==> src/rtl/mrt_pkg.sv <==
// Shared definitions for the modular-reduction datapath (multiplier and carry normalizer).
// Chunk geometry of the redundant CPA product lives here so both sides agree on it.
// Also holds the normalizer state encoding.
package mrt_pkg;

  // Polynomial geometry feeding the multiplier
  localparam int NumCoeffs = 4;
  localparam int WordBits  = 16;

  // Redundant CPA product: CpaCoeffs chunks of CpaBits data bits plus one pending carry bit
  localparam int CpaBits   = 16;
  localparam int CpaCoeffs = 2 * NumCoeffs * WordBits / CpaBits;

  typedef logic [CpaCoeffs-1:0][CpaBits:0] cpa_poly_t;

  typedef enum logic [1:0] {
    IDLE = 2'd0,
    PROP = 2'd1,
    DONE = 2'd2
  } norm_state_e;

endpackage

==> src/rtl/carry_chunk_add.sv <==
// One link of the carry-propagation chain: adds an incoming 2-bit carry to a redundant chunk.
// Latency: purely combinational.
// Backpressure: none; the caller owns all sequencing.
module carry_chunk_add
  import mrt_pkg::*;
(
  input  logic [CpaBits:0]   i_chunk,
  input  logic [1:0]         i_cin,
  output logic [CpaBits-1:0] o_sum,
  output logic [1:0]         o_cout
);

  // Two extra bits are needed: a full chunk (2^(CpaBits+1)-1) plus carry 1 overflows by 2.
  logic [CpaBits+1:0] w_s;

  // Widen both operands to CpaBits+2 and add
  always_comb begin
    w_s = {1'b0, i_chunk} + {{CpaBits{1'b0}}, i_cin};
  end

  assign o_sum  = w_s[CpaBits-1:0];
  assign o_cout = w_s[CpaBits+1:CpaBits];

endmodule

==> src/rtl/poly_carry_norm.sv <==
// Normalizes the multiplier's redundant CPA product into a canonical binary integer plus carry-out.
// Latency: Beats cycles from accept to out_valid_o; one result every Beats+1 cycles.
// Backpressure: result held in DONE until out_ready_i; in_ready_o low while busy or clearing.
module poly_carry_norm
  import mrt_pkg::*;
#(
  parameter int ChunksPerCycle = 4
) (
  input  logic                         clk_i,
  input  logic                         rst_i,
  input  logic                         clear_i,
  input  logic                         in_valid_i,
  output logic                         in_ready_o,
  input  cpa_poly_t                    cpa_product_i,
  output logic                         out_valid_o,
  input  logic                         out_ready_i,
  output logic [CpaCoeffs*CpaBits-1:0] norm_o,
  output logic [1:0]                   carry_o
);

  localparam int Beats = CpaCoeffs / ChunksPerCycle;
  localparam int BeatW = (Beats > 1) ? $clog2(Beats) : 1;
  localparam int IdxW  = (CpaCoeffs > 1) ? $clog2(CpaCoeffs) : 1;
  localparam logic [BeatW-1:0] LastBeat = BeatW'(Beats - 1);

  // A beat must cover a whole number of chunks, otherwise the tail would never be normalized.
  if ((CpaCoeffs % ChunksPerCycle) != 0) begin : g_bad_cfg
    $error("poly_carry_norm: ChunksPerCycle must divide CpaCoeffs");
  end

  norm_state_e r_state;
  norm_state_e w_state_nxt;
  cpa_poly_t   r_work;
  cpa_poly_t   w_work_nxt;
  logic [1:0]  r_carry;
  logic [BeatW-1:0] r_beat;
  logic        w_accept;
  logic        w_last_beat;
  logic [1:0]  w_cout_last;

  logic [ChunksPerCycle-1:0][CpaBits:0]   w_chunk;
  logic [ChunksPerCycle-1:0][CpaBits-1:0] w_sum;

  assign w_accept    = in_valid_i & in_ready_o;
  assign w_last_beat = (r_beat == LastBeat);

  // Pick out this beat's slice of the working register
  always_comb begin
    w_chunk = '0;
    for (int c = 0; c < ChunksPerCycle; c++) begin
      w_chunk[c] = r_work[IdxW'(int'(r_beat) * ChunksPerCycle + c)];
    end
  end

  // Ripple chain in ascending chunk order; stage 0 takes the carry left by the previous beat
  for (genvar g = 0; g < ChunksPerCycle; g++) begin : g_chain
    logic [1:0] w_ci;
    logic [1:0] w_co;

    if (g == 0) begin : g_first
      assign w_ci = r_carry;
    end else begin : g_next
      assign w_ci = g_chain[g-1].w_co;
    end

    carry_chunk_add u_add (
      .i_chunk (w_chunk[g]),
      .i_cin   (w_ci),
      .o_sum   (w_sum[g]),
      .o_cout  (w_co)
    );
  end

  assign w_cout_last = g_chain[ChunksPerCycle-1].w_co;

  // Write the normalized chunks back in place; their carry bits are now consumed
  always_comb begin
    w_work_nxt = r_work;
    for (int c = 0; c < ChunksPerCycle; c++) begin
      w_work_nxt[IdxW'(int'(r_beat) * ChunksPerCycle + c)] = {1'b0, w_sum[c]};
    end
  end

  // State register
  always_ff @(posedge clk_i or posedge rst_i) begin
    if (rst_i) begin
      r_state <= IDLE;
    end else begin
      r_state <= w_state_nxt;
    end
  end

  // Next state and handshake outputs; clear_i overrides everything and blocks new input
  always_comb begin
    w_state_nxt = r_state;
    in_ready_o  = 1'b0;
    out_valid_o = 1'b0;
    case (r_state)
      IDLE: begin
        in_ready_o = 1'b1;
        if (in_valid_i) begin
          w_state_nxt = PROP;
        end
      end
      PROP: begin
        if (w_last_beat) begin
          w_state_nxt = DONE;
        end
      end
      DONE: begin
        out_valid_o = 1'b1;
        // Consuming the result frees the register, so a new operand may land on the same edge
        in_ready_o  = out_ready_i;
        if (out_ready_i) begin
          w_state_nxt = in_valid_i ? PROP : IDLE;
        end
      end
      default: begin
        w_state_nxt = IDLE;
      end
    endcase
    if (clear_i) begin
      w_state_nxt = IDLE;
      in_ready_o  = 1'b0;
    end
  end

  // Working register, running carry and beat counter
  always_ff @(posedge clk_i or posedge rst_i) begin
    if (rst_i) begin
      r_work  <= '0;
      r_carry <= 2'd0;
      r_beat  <= '0;
    end else if (clear_i) begin
      r_carry <= 2'd0;
      r_beat  <= '0;
    end else if (w_accept) begin
      r_work  <= cpa_product_i;
      r_carry <= 2'd0;
      r_beat  <= '0;
    end else if (r_state == PROP) begin
      r_work  <= w_work_nxt;
      // After the last beat this is the carry out of the top chunk and is held through DONE
      r_carry <= w_cout_last;
      r_beat  <= w_last_beat ? '0 : r_beat + 1'b1;
    end
  end

  // Flatten the data bits of the working register onto the result bus
  always_comb begin
    norm_o = '0;
    for (int i = 0; i < CpaCoeffs; i++) begin
      norm_o[i*CpaBits +: CpaBits] = r_work[i][CpaBits-1:0];
    end
  end

  assign carry_o = r_carry;

endmodule

==> config.mk <==
export PLATFORM = sky130hd
export DESIGN_NAME = poly_carry_norm
export DESIGN_NICKNAME = d
export VERILOG_FILES = /design/src/rtl/mrt_pkg.sv /design/src/rtl/carry_chunk_add.sv /design/src/rtl/poly_carry_norm.sv
export SDC_FILE = /design/constraint.sdc
export NUM_CORES = 1
export LEC_CHECK = 0
export CAP_MARGIN = 20
export CORE_AREA = 2 2 148 150
export CTS_BUF_LIST = sky130_fd_sc_hd__clkbuf_8
export DETAILED_ROUTE_END_ITERATION = 10
export DIE_AREA = 0 0 150 152
export HOLD_SLACK_MARGIN = 0.12
export PLACE_DENSITY = 0.73
export REMOVE_ABC_BUFFERS = 1
export SYNTH_ARGS = -nofsm -noshare
export SYNTH_HDL_FRONTEND = slang
export SYNTH_SLANG_ARGS = --single-unit
==> constraint.sdc <==
create_clock -name clk_i -period 5.94 [get_ports clk_i]
set_input_delay 0.594 -clock clk_i [delete_from_list [all_inputs] [get_ports clk_i]]
set_output_delay 0.594 -clock clk_i [all_outputs]
set_load 0.01 [all_outputs]
# --- Yosys cells after proc, flatten, opt, wreduce, memory -nomap -nowiden ---
# Index checks and enable logic that the tools add are counted.
word_totals:
  ff_bits: 141
  inputBits: 141
  word_cells: 84
  output_inout_bits: 132
op_classes:
  eq_ne: 5
  muxes: 41
  n_bitwise: 2
  n_addsub: 8
  reduce_logical: 9
  n_lt_le_gt_ge: 8
op_table:
  columns: ["op", "count"]
  rows:
  - ["bitwise mux 136 bit", 4]
  - ["two-way mux 136 bit", 2]
  - ["two-way mux 17 bit", 12]
  - ["binary-select mux 17 bit (select 3 bit)", 3]
  - ["demux 17 bit (select 3 bit)", 3]
  - ["adder 17 x 2 -> 18 bit", 4]
  - ["< comparator 3 x 5 -> 1 bit (second input constant)", 4]
  - ["demux 17 bit (select 1 bit)", 1]
  - ["two-way mux 2 bit", 7]
  - ["greater-or-equal comparator 3 x 1 -> 1 bit (second input constant)", 4]
  - ["inequality test 3 bit (second input constant)", 3]
  - ["two-way mux 1 bit", 7]
  - ["adder 3 x 2 -> 3 bit (second input constant)", 2]
  - ["one-hot mux 2 bit (3 select lines)", 1]
  - ["logical AND 1 bit", 4]
  - ["adder 3 x 1 -> 3 bit (second input constant)", 1]
  - ["AND reduction 3 bit", 1]
  - ["nonzero test 3 bit", 1]
  - ["equality test 2 x 1 -> 1 bit (second input constant)", 1]
  - ["equality test 2 bit (second input constant)", 1]
  - ["logical NOT 2 bit", 1]
  - ["one-hot mux 1 bit (2 select lines)", 1]
  - ["AND reduction 2 bit", 1]
  - ["nonzero test 2 bit", 1]
  - ["3 further kinds", 3]

# --- Depth between registers and ports, before layout ---
# Gate-level depths: netlist of the first run.
logic_depth:
  ltp_word: 10
  ltp_mapped: 27
  mapped_depth_nobuf: 27

# --- Hierarchy ---
# Synthesis of the first run repeated with hierarchy kept, for this count alone.
unflattened:
  cells_unflattened: 769
  area_unflattened_um2: 8642.0
modules_own_cells:
  columns: ["mod", "seq_area_each_um2", "cells_each", "instances", "area_each_um2"]
  rows:
  - ["poly_carry_norm", 3503.4, 581, 1, 7295.7]
  - ["carry_chunk_add", 0.0, 47, 4, 336.6]

# --- Worst setup path before layout of the first run ---
# OpenSTA, ideal clock, no wires.
synth_path:
  path_kind: "reg-to-reg"
  start: "reg r_carry[0] (netlist: carry_o[0])"
  end: "reg r_work, in the netlist norm_o[62]"
  setup_ps: 70
  required_ps: 5870
  path_slack_ps: -49
  n_path_buf: 0
  synth_period_minus_slack_ps: 5989
  arrival_ps: 5919
  stages_incl_launch_ff: 28
  cell_sequence: "dfrtp_1 > ha_1 > inv_1 > fa_1 > nand4b_1 > nor2_1 > nand2_1 > xnor2_1 > ha_1 > inv_1 > fa_1 > a211oi_2 > nand4_1 > xor2_1 > ha_1 > inv_1 > fa_1 > a211oi_2 > and3_1 > nor2b_1 > xnor2_1 > ha_1 > fa_1 > nand4_1 > a21oi_2 > nand2_2 > or4_1 > nand3_1"
synth_via:
  elab_chain_len: 7
  word_cells_on_any_way: 10
  cone_classes: "add/sub (4); mux (6)"
synth_rtl:
  columns: ["item", "line", "rtl"]
  rows:
  - ["start, declared", "poly_carry_norm.sv:35", "logic [1:0] r_carry;"]
  - ["start signal, assigned", "poly_carry_norm.sv:144", "r_carry <= w_cout_last;"]
  - ["adder 17 x 2 -> 18 bit (*)", "carry_chunk_add.sv:18", "w_s = {1'b0, i_chunk} + {{CpaBits{1'b0}}, i_cin};"]
  - ["adder 17 x 2 -> 18 bit / bitwise mux 136 bit (equally long branches) (3 in a row)", "carry_chunk_add.sv:18, poly_carry_norm.sv:80", null]
  - ["bitwise mux 136 bit (*)", "poly_carry_norm.sv:80", "w_work_nxt[IdxW'(int'(r_beat) * ChunksPerCycle + c)] = {1'b0, w_sum[c]};"]
  - ["two-way mux 136 bit (*)", "poly_carry_norm.sv:141", "end else if (r_state == PROP) begin"]
  - ["two-way mux 136 bit (*)", "poly_carry_norm.sv:137", "end else if (w_accept) begin"]
  - ["end signal, assigned", "poly_carry_norm.sv:138", "r_work <= cpa_product_i;"]
  - ["end signal, assigned", "poly_carry_norm.sv:142", "r_work <= w_work_nxt;"]
  - ["end, declared", "poly_carry_norm.sv:33", "cpa_poly_t r_work;"]
# Mark *: on every way between the ends. The rest lies on a longest branch, timed or not. The select of a mux whose other input is x is not followed.
# A chain may end at the register's enable or synchronous reset.

# --- Worst setup path after layout of the first run ---
layout_path:
  start: "reg r_carry[0] (netlist: carry_o[0])"
  end: "reg r_work, in the netlist norm_o[56]"
# Same word-level chain as after synthesis.

==> results of run 1 <==
[what timing repair did]
| action | in CTS | in global routing |
|---|---|---|
| buffers inserted | 10 | 4 |
| resized for setup | 8 | 15 |
| pin swaps | 4 | 13 |
| setup endpoints to repair | 5 | 14 |
[routing by layer]
layer	up-vias	wire length [um]	global-route usage, %
li1	3493	-	-
met1	3546	10500	27.3
met2	253	11900	35.3
met3	25	1940	7.00
met4	0	324	5.80
met5	-	0	0
[per-stage QoR]
step                      util [%]  cell area (sq um)  hold WS [ns]  cells
final                         51.8              11000         0.480   1412
after global routing          51.8              11000         0.509   1412
after CTS                     51.3              11000         0.483   1407
after detailed placement      48.9              10400         0.461   1365
after global placement        48.9              10400         0.457   1365
after floorplan                  -               7180         0.445    789
[registers in the layout, summed over array words and instances (netlist names)]
register	flops
norm_o	128
r_beat	1
r_state	2
carry_o	2
r_work	7
[placed cells by master, fill, tap and decap left out, types with 4 or more instances in the layout]
| master | synthesis | layout |
|---|---|---|
| sky130_fd_sc_hd__nand2_1 | 278 | 277 |
| sky130_fd_sc_hd__clkdlybuf4s50_1 | 0 | 271 |
| sky130_fd_sc_hd__dfrtp_1 | 140 | 139 |
| sky130_fd_sc_hd__nand3_1 | 43 | 43 |
| sky130_fd_sc_hd__o21ai_0 | 44 | 43 |
| sky130_fd_sc_hd__buf_4 | 129 | 38 |
| sky130_fd_sc_hd__nor2_1 | 23 | 22 |
| sky130_fd_sc_hd__a21oi_1 | 20 | 20 |
| sky130_fd_sc_hd__clkbuf_8 | 0 | 20 |
| sky130_fd_sc_hd__a22oi_1 | 18 | 18 |
| sky130_fd_sc_hd__a221o_1 | 17 | 17 |
| sky130_fd_sc_hd__inv_1 | 16 | 15 |
| sky130_fd_sc_hd__mux2i_1 | 13 | 13 |
| sky130_fd_sc_hd__nand3b_1 | 13 | 13 |
| sky130_fd_sc_hd__nand4_1 | 12 | 12 |
| sky130_fd_sc_hd__nor3_1 | 11 | 10 |
| sky130_fd_sc_hd__xnor2_1 | 10 | 9 |
| sky130_fd_sc_hd__xor2_1 | 9 | 9 |
| sky130_fd_sc_hd__a31oi_1 | 10 | 9 |
| sky130_fd_sc_hd__mux2_2 | 7 | 7 |
| sky130_fd_sc_hd__and3_1 | 8 | 7 |
| sky130_fd_sc_hd__o211ai_1 | 7 | 7 |
| sky130_fd_sc_hd__a211oi_2 | 4 | 5 |
| sky130_fd_sc_hd__and2_1 | 5 | 5 |
| sky130_fd_sc_hd__nand4b_1 | 4 | 4 |
| sky130_fd_sc_hd__nor4_1 | 4 | 4 |
| sky130_fd_sc_hd__o21ai_1 | 3 | 4 |
| sky130_fd_sc_hd__fa_2 | 0 | 4 |
| sky130_fd_sc_hd__ha_1 | 8 | 4 |
| sky130_fd_sc_hd__ha_2 | 0 | 4 |
[power groups by stage]
stage               clock (mW)  combinational, mW  sequential [mW]
global route             0.914               1.35             1.46
CTS                      0.870               1.24             1.41
floorplan                    0              0.448             1.49
detailed placement           0               1.22             1.43
finish                   0.842               1.23             1.42
global placement             0               1.20             1.42
[how the worst max path moves through the flow]
stage / startpoint / end / slack, ns / depth (start not counted)
2_1_floorplan: r_beat$_DFFE_PP0P_ / norm_o[14]$_DFFE_PP0P_ / -4.00 / 3
3_3_place_gp: carry_o[0]$_DFFE_PP0P_ / norm_o[56]$_DFFE_PP0P_ / 0.01 / 29
3_5_place_dp: carry_o[0]$_DFFE_PP0P_ / norm_o[56]$_DFFE_PP0P_ / -0.12 / 29
4_1_cts: carry_o[0]$_DFFE_PP0P_ / norm_o[62]$_DFFE_PP0P_ / 0.005 / 28
5_1_grt: carry_o[0]$_DFFE_PP0P_ / norm_o[58]$_DFFE_PP0P_ / -0.23 / 29
6_report: carry_o[0]$_DFFE_PP0P_ / norm_o[56]$_DFFE_PP0P_ / 0.07 / 29
[final cells by class]
| cell class | count | area share, % |
|---|---|---|
| sequential | 140 | 31.7 |
| timing repair buffer | 310 | 27.2 |
| antenna | 1 | 0.0226 |
| tap | 280 | 3.17 |
| inverter | 17 | 0.634 |
| multi-input combinational | 632 | 33.4 |
| clock buffer | 20 | 2.49 |
| clock inverter | 12 | 1.32 |
[tightest hold or removal path, stage by stage (launching register included)]
cell and delay, ns:
sky130_fd_sc_hd__dfrtp_1 0.35, sky130_fd_sc_hd__nand2_1 0.05, sky130_fd_sc_hd__nand2_1 0.05
[kinds of logic after synthesis]
group,count (synthesis),share of synthesized area (%)
AO/OA/AOI/OAI,157,13.4
XOR/XNOR,19,1.99
adder cells (fa/ha/maj),12,2.15
buffers and inverters,193,15.1
flip-flops,140,41.8
multiplexers,20,2.49
AND/OR/NAND/NOR,424,23.1
==> results.yml, run 1 <==
placement:
  finalWeightedCongestion: 0.818
  placement.io_buffers: 271
  preCtsSetupSlack_ns: -0.122
  dp_hpwl_um: 16500
global_routing:
  maximum_number_of_pins_on_one_net_before_global_route_repair: 99
  grt.overflow.total: 0
  grt_pass1_wl_um: 39000
  track_usage_pct: 21.5
  grt_pass1_vias: 7380
  initial_antenna_violation_count: 1
logic_synthesis:
  post_synth_edffs: 0
  synth_seq_cells: 140
  synthArstFlopShare_pct: 100
  ys_top_cells_by_count: "sky130_fd_sc_hd__nand2_1, sky130_fd_sc_hd__dfrtp_1, sky130_fd_sc_hd__buf_4"
  synth_top_area_cell: "sky130_fd_sc_hd__dfrtp_1"
  synthesis.instances: 965
  avgSynthCellArea_sq_um: 8.68
  synth_cell_type_count: 65
  synth_most_common_cell: "sky130_fd_sc_hd__nand2_1"
  synthFlopType: "sky130_fd_sc_hd__dfrtp_1"
  sequential_share_of_the_synthesized_area_pct: 41.8
  post_synth_design_cell_area_sq_um: 8380
  ys.warnings.count: 0
  synth_area_leaders: "sky130_fd_sc_hd__dfrtp_1, sky130_fd_sc_hd__nand2_1, sky130_fd_sc_hd__buf_4"
  yosys.area.top_type_share_pct: 41.8
layout:
  finalNetCount: 1271
  drive_gt1_share_pct: 10.3
  seqCellArea_sq_um: 3500
  fillCellCount: 2027
  areaGrowthSynthToFinish_pct: 31.9
  multiInputGateArea_sq_um: 3690
cts:
  cts_buffer_depth: 2
  cts_hold_buffers: 0
  level_count_of_the_clock_h_tree: 4
  clk_pin_slew_worst_paths_ns: 0.09
  cts.sinks: 140
  cts_tree: "built"
  clock_insertion_delay_worst_skew_ns: 0.44
  cts_inserted_buffers: 17
  clock_tree.root_cell: "sky130_fd_sc_hd__clkbuf_8"
detailed_routing:
  routed_via_density: 5.18
  wl_per_cell_um: 17.4
  wl_um: 24600
  detailedRoute.firstPassIterationCount: 5
  ant_nets: 0
  drc: 0
  via_count: 7317
  drt_iter0_markers: 415
sta:
  fin_crit_sh_pct: 98.9
  timing.final.crit_period_ns: 5.87
  finalClockSkew_ns: 0.0174
  totalNegativeSetupSlack_ns: 0
  max_slew.worst_pin.slew_ns: 0.945
  setup-violations-final: 0
  final_report_hold_violation_count: 0
  achievable-frequency_mhz: 170
  setup_ws_ns: 0.0663
  final_max_slew_viol_count: 0
  slew_headroom_pct: 37.0
  grt_setup_unrepaired: "yes"
worst_setup_path:
  cp.required_ns: 6.27
  timing.critical_path.fanout_max: 6
  critPathArrivalTime_ns: 6.20
  buffering_stage_count_on_the_worst_path_with_inverters_included: 5
  timing.critical_path.from_type: "flop"
  cp-end-kind: "flop"
  worst_r2r_startpoint: "carry_o[0]$_DFFE_PP0P_"
  critPathTopFamily: "adder cells"
  reg2reg_depth: 29
  rrSetupSlack_ns: 0.07
  cp_slowest_stage_delay_ns: 0.42
  timing.setup.critical_path_class: "flop to flop"
  timing.rr.end: "norm_o[56]$_DFFE_PP0P_"
  cp_slowest_cell: "sky130_fd_sc_hd__fa_2"
pwr:
  total_power_per_unit_cell_area_nw_per_um2: 316
  share_comb_of_total_power_pct: 35.3
  p_int_mw: 2.30
  power_frac_clock_pct: 24.1
  ir_drop_mv: 0.172
  report.power.total_mw: 3.49
  sw_frac_of_total_pct: 34.1
  total_leakage_power_nw: 4.76
  sequential_share_of_power_pct: 40.6
  p_sw_mw: 1.19
floorplan:
  die_area_sq_um: 22800
  placement_rows: 54
  ios: 273
  chipWidth_um: 150
  floorplan.die.height_um: 152
  initial_core_util_pct: 39.2
  core_area_sq_um: 21400
worst_hold_path:
  hold_path_startpoint: "norm_o[65]$_DFFE_PP0P_"
  min_delay_worst_endpoint: "norm_o[65]$_DFFE_PP0P_"
  hold_path.class: "flop to flop"
  hold-path-cell-count: 2
status:
  outcome: "complete, no violations"
run:
  drv_cap: 0
Note: power is estimated with default switching activity, not from simulation.
==> run 2, diff against run 1 <==
- SETUP_SLACK_MARGIN: unset -> 0.1
==> run 2 against run 1 <==
Net effect: largest power group unchanged; highest routed layer unchanged; die area unchanged; register-to-register slack better by 0.05 ns; combinational power about the same; critical path depth down 1; maximum frequency up 0.91%.
==> results.yml, run 2 (same netlist as run 1, synthesis figures left out) <==
floorplan:
  floorplan.die.height_um: 152
  initial_core_util_pct: 39.2
  ios: 273
  chipWidth_um: 150
  die_area_sq_um: 22800
  core_area_sq_um: 21400
  placement_rows: 54
sta:
  final_max_slew_viol_count: 0
  grt_setup_unrepaired: "yes"
  final_report_hold_violation_count: 0
  timing.final.crit_period_ns: 5.82
  max_slew.worst_pin.slew_ns: 0.952
  setup-violations-final: 0
  slew_headroom_pct: 36.5
  totalNegativeSetupSlack_ns: 0
  fin_crit_sh_pct: 98.0
  finalClockSkew_ns: 0.0177
  achievable-frequency_mhz: 172
layout:
  final_cell_area_sq_um: 11100
  areaGrowthSynthToFinish_pct: 32.6
  layout.cells.most_common: "sky130_fd_sc_hd__nand2_1"
  final_cell_mix: "sky130_fd_sc_hd__nand2_1, sky130_fd_sc_hd__clkdlybuf4s50_1, sky130_fd_sc_hd__dfrtp_1"
  drive_gt1_share_pct: 11.0
  max_reg_flops: 128
  final_non_filler_cell_total: 1420
  utilization_pct: 52.0
  finalNetCount: 1279
cts:
  cts.sinks: 140
  cts_buffer_depth: 2
  level_count_of_the_clock_h_tree: 4
  cts_inserted_buffers: 17
  clock_tree.root_cell: "sky130_fd_sc_hd__clkbuf_8"
  cts_hold_buffers: 0
  clk_pin_slew_worst_paths_ns: 0.09
  cts_tree: "built"
  clock_insertion_delay_worst_skew_ns: 0.45
placement:
  finalWeightedCongestion: 0.818
  area_after_dpl_sq_um: 10400
  dp_hpwl_um: 16500
  numPlacedInstances: 1365
  placement.io_buffers: 271
worst_hold_path:
  hold_path.class: "flop to flop"
worst_setup_path:
  timing.critical_path.from_type: "flop"
  cp_slowest_stage_delay_ns: 0.48
  critPathTopFamily: "adder cells"
  cp.required_ns: 6.32
  cp-end-kind: "flop"
  timing.critical_path.fanout_max: 4
  cp_slowest_cell: "sky130_fd_sc_hd__or4_1"
  buffering_stage_count_on_the_worst_path_with_inverters_included: 4
  timing.setup.critical_path_class: "flop to flop"
  critPathArrivalTime_ns: 6.20
detailed_routing:
  wl_um: 24800
  ant_nets: 0
  drt_iter0_markers: 456
  routed_via_density: 5.18
  detailedRoute.firstPassIterationCount: 5
  wl_per_cell_um: 17.5
  drc: 0
  via_count: 7354
global_routing:
  track_usage_pct: 21.6
  maximum_number_of_pins_on_one_net_before_global_route_repair: 99
  grt_pass1_vias: 7386
  grt_pass1_wl_um: 39100
  grt.overflow.total: 0
  initial_antenna_violation_count: 1
pwr:
  ir_drop_mv: 0.173
  total_leakage_power_nw: 4.81
  report.power.total_mw: 3.50
  total_power_per_unit_cell_area_nw_per_um2: 315
status:
  outcome: "complete, no violations"
run:
  drv_cap: 0
[run 2: cell count changes in the layout (fill, tap and decap cells not counted)]
cell                       previous run  this run
sky130_fd_sc_hd__o311ai_0             3         2
sky130_fd_sc_hd__nor3_1              10         9
sky130_fd_sc_hd__o311ai_1             1         2
sky130_fd_sc_hd__buf_2                0         1
sky130_fd_sc_hd__o21ai_1              4         5
sky130_fd_sc_hd__buf_4               38        45
sky130_fd_sc_hd__o21ai_0             43        42
sky130_fd_sc_hd__nor3_2               2         3
[run 2: final timing paths]
| path | slack (ns) | start | cells after the start | end |
|---|---|---|---|---|
| worst max register to register | 0.12 | carry_o[0]$_DFFE_PP0P_ | 28 | norm_o[62]$_DFFE_PP0P_ |
| worst max-delay path | 0.12 | carry_o[0]$_DFFE_PP0P_ | 28 | norm_o[62]$_DFFE_PP0P_ |
| worst min register to register | 0.48 | norm_o[65]$_DFFE_PP0P_ | 2 | norm_o[65]$_DFFE_PP0P_ |
| min in group asynchronous | 0.70 | rst_i | 2 | norm_o[89]$_DFFE_PP0P_ |
| worst min-delay path | 0.48 | norm_o[65]$_DFFE_PP0P_ | 2 | norm_o[65]$_DFFE_PP0P_ |
| max in group asynchronous | 4.01 | rst_i | 3 | norm_o[28]$_DFFE_PP0P_ |
[run 2: final cells by class]
cell class / count / area (sq um)
Fill cell: 2021 / 10200
Multi-Input combinational cell: 632 / 3700
Tap cell: 280 / 350
Clock inverter: 12 / 146
Antenna cell: 1 / 2.50
Timing Repair Buffer: 318 / 3070
Sequential cell: 140 / 3500
Clock buffer: 20 / 275
Inverter: 17 / 70.1
[run 2: timing repair]
item                       CTS  global route
setup buffers               14             8
gates resized for setup     15            11
setup endpoints to repair    6            14
pin swaps                    9             7
[run 2: power by group]
part	total (mW)	internal, mW	switching [mW]	leakage, nW
Combinational	1.24	0.683	0.561	2.86
Clock	0.844	0.447	0.396	0.227
Sequential	1.42	1.18	0.239	1.71
Total	3.50	2.31	1.20	4.81
[run 2: stage by stage]
stage	setup WS [ns]	hold WS (ns)
floorplan	-4.00	0.445
finish	0.119	0.480
detailed placement	-0.122	0.461
CTS	0.111	0.483
global route	-0.146	0.509
global placement	0.0110	0.457
[run 2: worst register-to-register path, delay by kind of cell (launching register included)]
| family | cells | cell delay, ns |
|---|---|---|
| flip-flops | 1 | 0.38 |
| AND/OR/NAND/NOR | 10 | 1.80 |
| AO/OA/AOI/OAI | 3 | 0.64 |
| buffers and inverters | 4 | 0.29 |
| XOR/XNOR | 3 | 0.49 |
| adder cells (fa/ha/maj) | 8 | 2.19 |
[run 2: layer usage]
| metal | global-route usage (%) | part of all wire, % | up-vias |
|---|---|---|---|
| li1 | - | - | 3511 |
| met1 | 27.5 | 43 | 3557 |
| met2 | 35.3 | 48 | 260 |
| met3 | 6.94 | 7.8 | 26 |
| met4 | 5.75 | 1.3 | 0 |
| met5 | 0 | 0 | - |
